## config.mk

```make
export PLATFORM = sky130hd
export DESIGN_NAME = memory_arbiter
export DESIGN_NICKNAME = d
export VERILOG_FILES = /design/src/rtl/mem_arb_pkg.sv /design/src/rtl/mem_arb_select.sv /design/src/rtl/memory_arbiter.sv
export SDC_FILE = /design/constraint.sdc
export NUM_CORES = 1
export LEC_CHECK = 0
export ABC_AREA = 1
export CAP_MARGIN = 10
export CORE_UTILIZATION = 35
export DETAILED_ROUTE_END_ITERATION = 10
export HOLD_SLACK_MARGIN = 0.15
export PLACE_DENSITY = 0.87
export SYNTH_ARGS = -nofsm -noshare
export SYNTH_HDL_FRONTEND = slang
export SYNTH_HIERARCHICAL = 1
export SYNTH_SLANG_ARGS = --single-unit
export TNS_END_PERCENT = 30
```

## constraint.sdc

```tcl
create_clock -name clock -period 3.05 [get_ports clock]
set_input_delay 0.61 -clock clock [delete_from_list [all_inputs] [get_ports clock]]
set_output_delay 0.61 -clock clock [all_outputs]
set_load 0.05 [all_outputs]
```

## src/rtl/mem_arb_pkg.sv

```systemverilog
// Shared types and constants for the two-requester memory arbiter.
package mem_arb_pkg;

  localparam int ADDR_WIDTH = 8;
  localparam int DATA_WIDTH = 32;

  typedef enum logic [1:0] {
    IDLE   = 2'd0,
    ACCESS = 2'd1,
    DONE   = 2'd2
  } state_e;

  localparam logic GNT_IF = 1'b0;
  localparam logic GNT_LS = 1'b1;

endpackage

```

## src/rtl/mem_arb_select.sv

```systemverilog
// Combinational winner pick between IF and LS; rr_ptr_i breaks ties.
module mem_arb_select
  import mem_arb_pkg::*;
(
  input  logic if_req_i,
  input  logic ls_req_i,
  input  logic rr_ptr_i,
  output logic any_req_o,
  output logic win_o
);

  always_comb begin
    any_req_o = if_req_i | ls_req_i;
    win_o     = GNT_LS;
    if (if_req_i && ls_req_i) begin
      win_o = rr_ptr_i;
    end else if (if_req_i) begin
      win_o = GNT_IF;
    end
  end

endmodule

```

## src/rtl/memory_arbiter.sv

```systemverilog
// Shares one single-port Memory between instruction fetch and load/store.
// Define MEM_ARB_RR_EN for round-robin tie breaking; otherwise LS wins ties.
module memory_arbiter #(
  parameter int ADDR_WIDTH = mem_arb_pkg::ADDR_WIDTH,
  parameter int DATA_WIDTH = mem_arb_pkg::DATA_WIDTH
) (
  input  logic                  clock,
  input  logic                  reset_n,
  input  logic                  if_req,
  input  logic [ADDR_WIDTH-1:0] if_addr,
  output logic                  if_ready,
  output logic [DATA_WIDTH-1:0] if_rdata,
  input  logic                  ls_req,
  input  logic                  ls_we,
  input  logic [ADDR_WIDTH-1:0] ls_addr,
  input  logic [DATA_WIDTH-1:0] ls_wdata,
  output logic                  ls_ready,
  output logic [DATA_WIDTH-1:0] ls_rdata,
  output logic                  mem_read,
  output logic                  mem_write,
  output logic [ADDR_WIDTH-1:0] mem_address,
  output logic [DATA_WIDTH-1:0] mem_data_in,
  input  logic [DATA_WIDTH-1:0] mem_data_out,
  output logic                  busy
);
  import mem_arb_pkg::*;

  state_e                  state_q, state_d;
  logic                    gnt_q, gnt_d;
  logic                    we_q, we_d;
  logic [ADDR_WIDTH-1:0]   addr_q, addr_d;
  logic [DATA_WIDTH-1:0]   wdata_q, wdata_d;
  logic                    sel_ptr;
  logic                    any_req;
  logic                    win;

`ifdef MEM_ARB_RR_EN
  logic ptr_q, ptr_d;
  assign sel_ptr = ptr_q;

  always_ff @(posedge clock) begin
    if (!reset_n) begin
      ptr_q <= GNT_LS;
    end else begin
      ptr_q <= ptr_d;
    end
  end

  always_comb begin
    ptr_d = ptr_q;
    if (state_q == IDLE && any_req) begin
      ptr_d = ~win;
    end
  end
`else
  assign sel_ptr = GNT_LS;
`endif

  mem_arb_select u_select (
    .if_req_i  (if_req),
    .ls_req_i  (ls_req),
    .rr_ptr_i  (sel_ptr),
    .any_req_o (any_req),
    .win_o     (win)
  );

  always_ff @(posedge clock) begin
    if (!reset_n) begin
      state_q <= IDLE;
      gnt_q   <= GNT_IF;
    end else begin
      state_q <= state_d;
      gnt_q   <= gnt_d;
    end
  end

  // Request fields need no reset: outputs are gated by state, which is reset.
  always_ff @(posedge clock) begin
    we_q    <= we_d;
    addr_q  <= addr_d;
    wdata_q <= wdata_d;
  end

  always_comb begin
    state_d = state_q;
    gnt_d   = gnt_q;
    we_d    = we_q;
    addr_d  = addr_q;
    wdata_d = wdata_q;
    case (state_q)
      IDLE: begin
        if (any_req) begin
          state_d = ACCESS;
          gnt_d   = win;
          we_d    = (win == GNT_LS) ? ls_we : 1'b0;
          addr_d  = (win == GNT_LS) ? ls_addr : if_addr;
          wdata_d = ls_wdata;
        end
      end
      ACCESS:  state_d = DONE;
      DONE:    state_d = IDLE;
      default: state_d = IDLE;
    endcase
  end

  always_comb begin
    mem_read    = 1'b0;
    mem_write   = 1'b0;
    mem_address = '0;
    mem_data_in = '0;
    if_ready    = 1'b0;
    ls_ready    = 1'b0;
    if_rdata    = '0;
    ls_rdata    = '0;
    busy        = (state_q != IDLE);
    if (state_q == ACCESS) begin
      mem_read    = ~we_q;
      mem_write   = we_q;
      mem_address = addr_q;
      mem_data_in = wdata_q;
    end
    if (state_q == DONE) begin
      if (gnt_q == GNT_LS) begin
        ls_ready = 1'b1;
        ls_rdata = mem_data_out;
      end else begin
        if_ready = 1'b1;
        if_rdata = mem_data_out;
      end
    end
  end

endmodule

```

==> results of run 1 <==
## per-layer routing
metal | vias to the layer above | share of wire | global-route usage
li1 | 1189 | - | -
met1 | 1017 | 0.35 | 0.196
met2 | 89 | 0.56 | 0.376
met3 | 11 | 0.076 | 0.0516
met4 | 0 | 0.017 | 0.0776
met5 | - | 0 | 0
## worst reg2reg max path: stages, from the launching register on
cell	delay, ps
dfxtp_1	350
nor2_1	250
nand2_1	120
inv_1	90
buf_4	330
## path summary, 6_finish.rpt
kind | from | endpoint | slack, ps | cells after the start
setup / recovery | state_q[0] | mem_read | 320 | 4
hold / removal | gnt_q | gnt_q | 580 | 2
setup reg to reg | state_q[0] | wdata_q[20] | 1580 | 4
hold reg to reg | gnt_q | gnt_q | 580 | 2
## cells in the mapped netlist
cell type,instances
buf_6,6
nand3_1,1
inv_2,2
conb_1,1
buf_2,5
nand2_1,30
nand2_4,2
dfxtp_1,3
nor2_1,110
inv_1,82
a21oi_1,1
nor2_4,1
nand2_2,1
edfxtp_1,41
## per-stage QoR
stage | cells | worst slack [ps] | area, um2 | hold WS (ps)
after global placement | 548 | 384 | 4240 | 535
after global routing | 556 | 220 | 4330 | 616
after detailed placement | 548 | 364 | 4240 | 576
after CTS | 556 | 290 | 4330 | 586
after floorplan | 286 | 1050 | 2280 | 525
final | 556 | 317 | 4330 | 579
## registers in the layout, summed over array words and instances (netlist names)
name	count
addr_q	8
gnt_q	1
state_q	2
wdata_q	32
we_q	1
## power by group
part	switching (uW)	total (uW)	internal, uW
registers	18.2	750	731
logic	348	571	222
clock network	193	353	160
total	559	1670	1110
## area by class of cell
| cell class | instances | area, um2 |
|---|---|---|
| clock buffers | 6 | 72.6 |
| clock inverters | 2 | 12.5 |
| fillers | 515 | 1980 |
| inverters | 84 | 315 |
| multi-input cells | 147 | 579 |
| flip-flops and latches | 44 | 1290 |
| well taps | 77 | 96.3 |
| repair buffers | 196 | 1960 |
## kinds of logic after synthesis
logic type / Yosys count / share of synthesized area
other: 1 / 0.00165
buffers and inverters: 95 / 0.179
flip-flops: 44 / 0.567
AND/OR/NAND/NOR: 145 / 0.250
AO/OA/AOI/OAI: 1 / 0.00219
==> flow_metrics.env, run 1 <==
export IMPL_core_area_um2=6310
export IMPL_cts_buffers=5
export IMPL_cts_sinks=44
export IMPL_drive_above_1_share=0.0376
export IMPL_peakVddDrop_uv=289
export IMPL_drc=0
export IMPL_ant_nets=0
export IMPL_drt_iter0_markers=75
export IMPL_globalRouteTotalUtil=0.195
export IMPL_synth_cell_types=14
export IMPL_ctsResizeCount=0
export IMPL_dieArea_um2=6840
export IMPL_grt_max_degree=34
export IMPL_post_cts_buffers=0
export IMPL_dr_pass1_iters=4
export IMPL_routedWlPerCell_um=12.6
export IMPL_hold_viol=0
export IMPL_crit_buf_inv=2
export IMPL_yosysTopAreaCellShare=0.540
export IMPL_max_stage_delay_ps=830
export IMPL_power_density_nw_per_um2=386
export IMPL_endpoint_kind="output port"
export IMPL_diodes=0
export IMPL_start_kind="register"
export IMPL_min_period_ps=2730
export IMPL_h_tree_depth=2
export IMPL_path_clk_slew_ps=80
export IMPL_mostFrequentLayoutCell="clkdlybuf4s50_1"
export IMPL_critPathTopFamily="buffers and inverters"
export IMPL_avgViaCountPerCell=4.15
export IMPL_crit_chain="nand2_2 > buf_12 > nor2_1 > clkdlybuf4s50_1"
export IMPL_worstHoldPathType="register to register"
export IMPL_io_pins=194
export IMPL_wl_um=7000
export IMPL_drv_cap=0
export IMPL_path_class="register to output port"
export IMPL_relSlewSlack=0.640
export IMPL_total_power_uw=1670
export IMPL_place_congestion=0.727
export IMPL_skew_ps=7.20
export IMPL_tns_ps=0
export IMPL_worstPathArrival_ps=2120
export IMPL_grt_pass1_vias=2134
export IMPL_hpwl_um=5610
export IMPL_fmax_mhz=366
export IMPL_cp_max_fo=32
export IMPL_via_count=2306
export IMPL_nets=563
export IMPL_seq_area_frac_synth=0.567
export IMPL_cts_root_buf="clkbuf_8"
export IMPL_synth_cells=286
export IMPL_slowest_stage="clkdlybuf4s50_1"
export IMPL_cts_path_max_buffers=2
export IMPL_setup_violations=0
export IMPL_insertion_delay_ps=300
export IMPL_fin_crit_sh=0.896
export IMPL_die_h_um=82.7
export IMPL_required_ps=2440
export IMPL_tightest_slew_ps=539
export IMPL_utilization=0.686
export IMPL_syn_area_um2=2280
export IMPL_synth_top_area_cell="edfxtp_1"
export IMPL_die_w_um=82.7
export IMPL_cts_hold_buf=0
export IMPL_start_util=0.361
export IMPL_synth_area_leaders="edfxtp_1, nor2_1, inv_1, nand2_1, buf_6"
export IMPL_area_growth_pct=90.0
export IMPL_ys_ff_latch=44
export IMPL_cts_tree="done"
export IMPL_p_leak_uw=0.00201
export IMPL_status="completed"
export IMPL_avgSynthCellArea_um2=7.97
export IMPL_grt_setup_unrepaired="no"
export IMPL_antenna_found_initial=0
export IMPL_overflow=0
export IMPL_yosysWarningCount=6
export IMPL_portBuffers=193
export IMPL_slew_violations=0
export IMPL_grt_pass1_wl_um=9800
export IMPL_rows=29
export IMPL_synth_fp_nets=371
export IMPL_mostFrequentLayoutCells="clkdlybuf4s50_1, nor2_1, inv_1"
No activity file was read; power rests on OpenSTA's default activity.
==> run 2, diff against run 1 <==
Settings changed: HOLD_SLACK_MARGIN 0.15 to 0.12, SLEW_MARGIN from default to 40.
==> results of run 2 <==
The final DEF is identical to that of run 1; final timing and power are the same.
==> run 3, diff against run 2 <==
Clock period 3.05 ns to 3.55 ns, I/O delays scaled along.
==> flow_metrics.env, run 3 (synthesis results as in run 1) <==
export IMPL_worstHoldPathType="register to register"
export IMPL_fin_crit_sh=0.851
export IMPL_reg2reg_slack_ps=1800
export IMPL_dieArea_um2=6840
export IMPL_setup_violations=0
export IMPL_ctsResizeCount=0
export IMPL_peakVddDrop_uv=258
export IMPL_mostFrequentLayoutCells="clkdlybuf4s50_1, nor2_1, inv_1"
export IMPL_path_class="register to output port"
export IMPL_h_tree_depth=2
export IMPL_use_met3=0.0582
export IMPL_tightest_slew_ps=772
export IMPL_cts_hold_buf=0
export IMPL_hold_start="gnt_q"
export IMPL_dr_pass1_iters=4
export IMPL_cts_tree="done"
export IMPL_area_growth_pct=91.2
export IMPL_required_ps=2840
export IMPL_relSlewSlack=0.483
export IMPL_placed_area_um2=4230
export IMPL_r2r_cells=4
export IMPL_cts_buffers=5
export IMPL_cts_path_max_buffers=2
export IMPL_via_count=2350
export IMPL_grt_setup_unrepaired="no"
export IMPL_largest_reg_flops=32
export IMPL_drv_cap=0
export IMPL_path_clk_slew_ps=90
export IMPL_utilization=0.690
export IMPL_stdcell_area_um2=4360
export IMPL_die_w_um=82.7
export IMPL_status="completed"
export IMPL_insertion_delay_ps=290
export IMPL_die_h_um=82.7
export IMPL_power_density_nw_per_um2=351
export IMPL_slew_violations=0
export IMPL_max_stage_delay_ps=850
export IMPL_r2r_end="wdata_q[23]"
export IMPL_portBuffers=193
export IMPL_slowest_stage="clkdlybuf4s50_1"
export IMPL_hold_viol=0
export IMPL_use_met1=0.181
export IMPL_regMostFlops="wdata_q"
export IMPL_min_period_ps=3020
export IMPL_rows=29
export IMPL_grt_pass1_vias=2096
export IMPL_ant_nets=0
export IMPL_cts_root_buf="clkbuf_8"
export IMPL_routedWlPerCell_um=12.3
export IMPL_start_kind="register"
export IMPL_place_congestion=0.712
export IMPL_drive_above_1_share=0.0314
export IMPL_antenna_found_initial=0
export IMPL_diodes=0
export IMPL_endpoint_kind="output port"
export IMPL_hold_end="gnt_q"
export IMPL_busiest_layer="met2"
export IMPL_drt_iter0_markers=55
export IMPL_avgViaCountPerCell=4.24
export IMPL_tns_ps=0
export IMPL_mostFrequentLayoutCell="clkdlybuf4s50_1"
export IMPL_top_regs="wdata_q (32), addr_q (8), state_q (2)"
export IMPL_start_util=0.361
export IMPL_fin_worst_hold_slack_ps=560
export IMPL_nets=561
export IMPL_drc=0
export IMPL_min_path_cells=2
export IMPL_hpwl_um=5460
export IMPL_dp_slack_ps=658
export IMPL_globalRouteTotalUtil=0.181
export IMPL_grt_pass1_wl_um=9230
export IMPL_fmax_mhz=331
export IMPL_overflow=0
export IMPL_skew_ps=14.1
export IMPL_cts_sinks=44
export IMPL_wl_um=6840
export IMPL_worstPathArrival_ps=2310
export IMPL_fin_ws_ps=531
export IMPL_grt_use_met2=0.344
export IMPL_io_pins=194
export IMPL_post_cts_buffers=0
export IMPL_r2r_start="state_q[0]"
export IMPL_p_leak_uw=0.00201
export IMPL_core_area_um2=6310
export IMPL_cp_max_fo=43
export IMPL_grt_max_degree=44
export IMPL_crit_chain="nand2_2 > nor2_1 > clkdlybuf4s50_1"
==> run 3: cell count changes in the layout (fill, tap and decap cells not counted) <==
| cell | before | now |
|---|---|---|
| clkinvlp_4 | 1 | 0 |
| clkbuf_8 | 5 | 6 |
| buf_4 | 4 | 0 |
| clkinv_4 | 0 | 1 |
| clkdlybuf4s50_1 | 191 | 193 |
| clkinv_2 | 1 | 0 |
| bufinv_16 | 0 | 1 |
| clkbuf_1 | 1 | 0 |
==> run 3: layer usage <==
layer / routed length [um] / up-vias
li1: - / 1186
met1: 2470 / 1042
met2: 3640 / 109
met3: 611 / 13
met4: 117 / 0
met5: 0 / -
==> run 3: power by group <==
part           switching, uW  total, uW  internal (uW)
Sequential              15.4        644            628
Combinational            299        487            189
Clock                    168        398            230
Total                    482       1530           1050
==> run 3: how the worst max path moves through the flow <==
stage	from	endpoint	slack (ps)	cells after the start
3_5_place_dp	mem_data_out[12]	if_rdata[12]	660	4
5_1_grt	state_q[0]	mem_data_in[6]	390	3
6_report	state_q[0]	mem_data_in[6]	530	3
4_1_cts	state_q[0]	mem_address[7]	490	3
3_3_place_gp	mem_data_out[30]	if_rdata[30]	680	4
2_1_floorplan	mem_data_out[0]	if_rdata[0]	1440	2
==> run 3: stage by stage <==
step,power (uW),instances
after floorplan,933,286
after global placement,1130,546
after detailed placement,1150,546
after CTS,1540,554
after global routing,1600,554
final,1530,554
==> run 3: critical path: cells and delay by family, from the launching register on <==
family | cells | cell delay (ps)
buffers and inverters | 1 | 850
and+or+nand+nor | 2 | 730
DFF | 1 | 420
==> run 3: final cells by class <==
| cell class | count | area [um2] |
|---|---|---|
| timing repair buffer | 194 | 1950 |
| clock buffer | 6 | 82.6 |
| multi-input combinational | 147 | 579 |
| fill | 525 | 1960 |
| sequential | 44 | 1290 |
| clock inverter | 2 | 38.8 |
| tap | 77 | 96.3 |
| inverter | 84 | 315 |
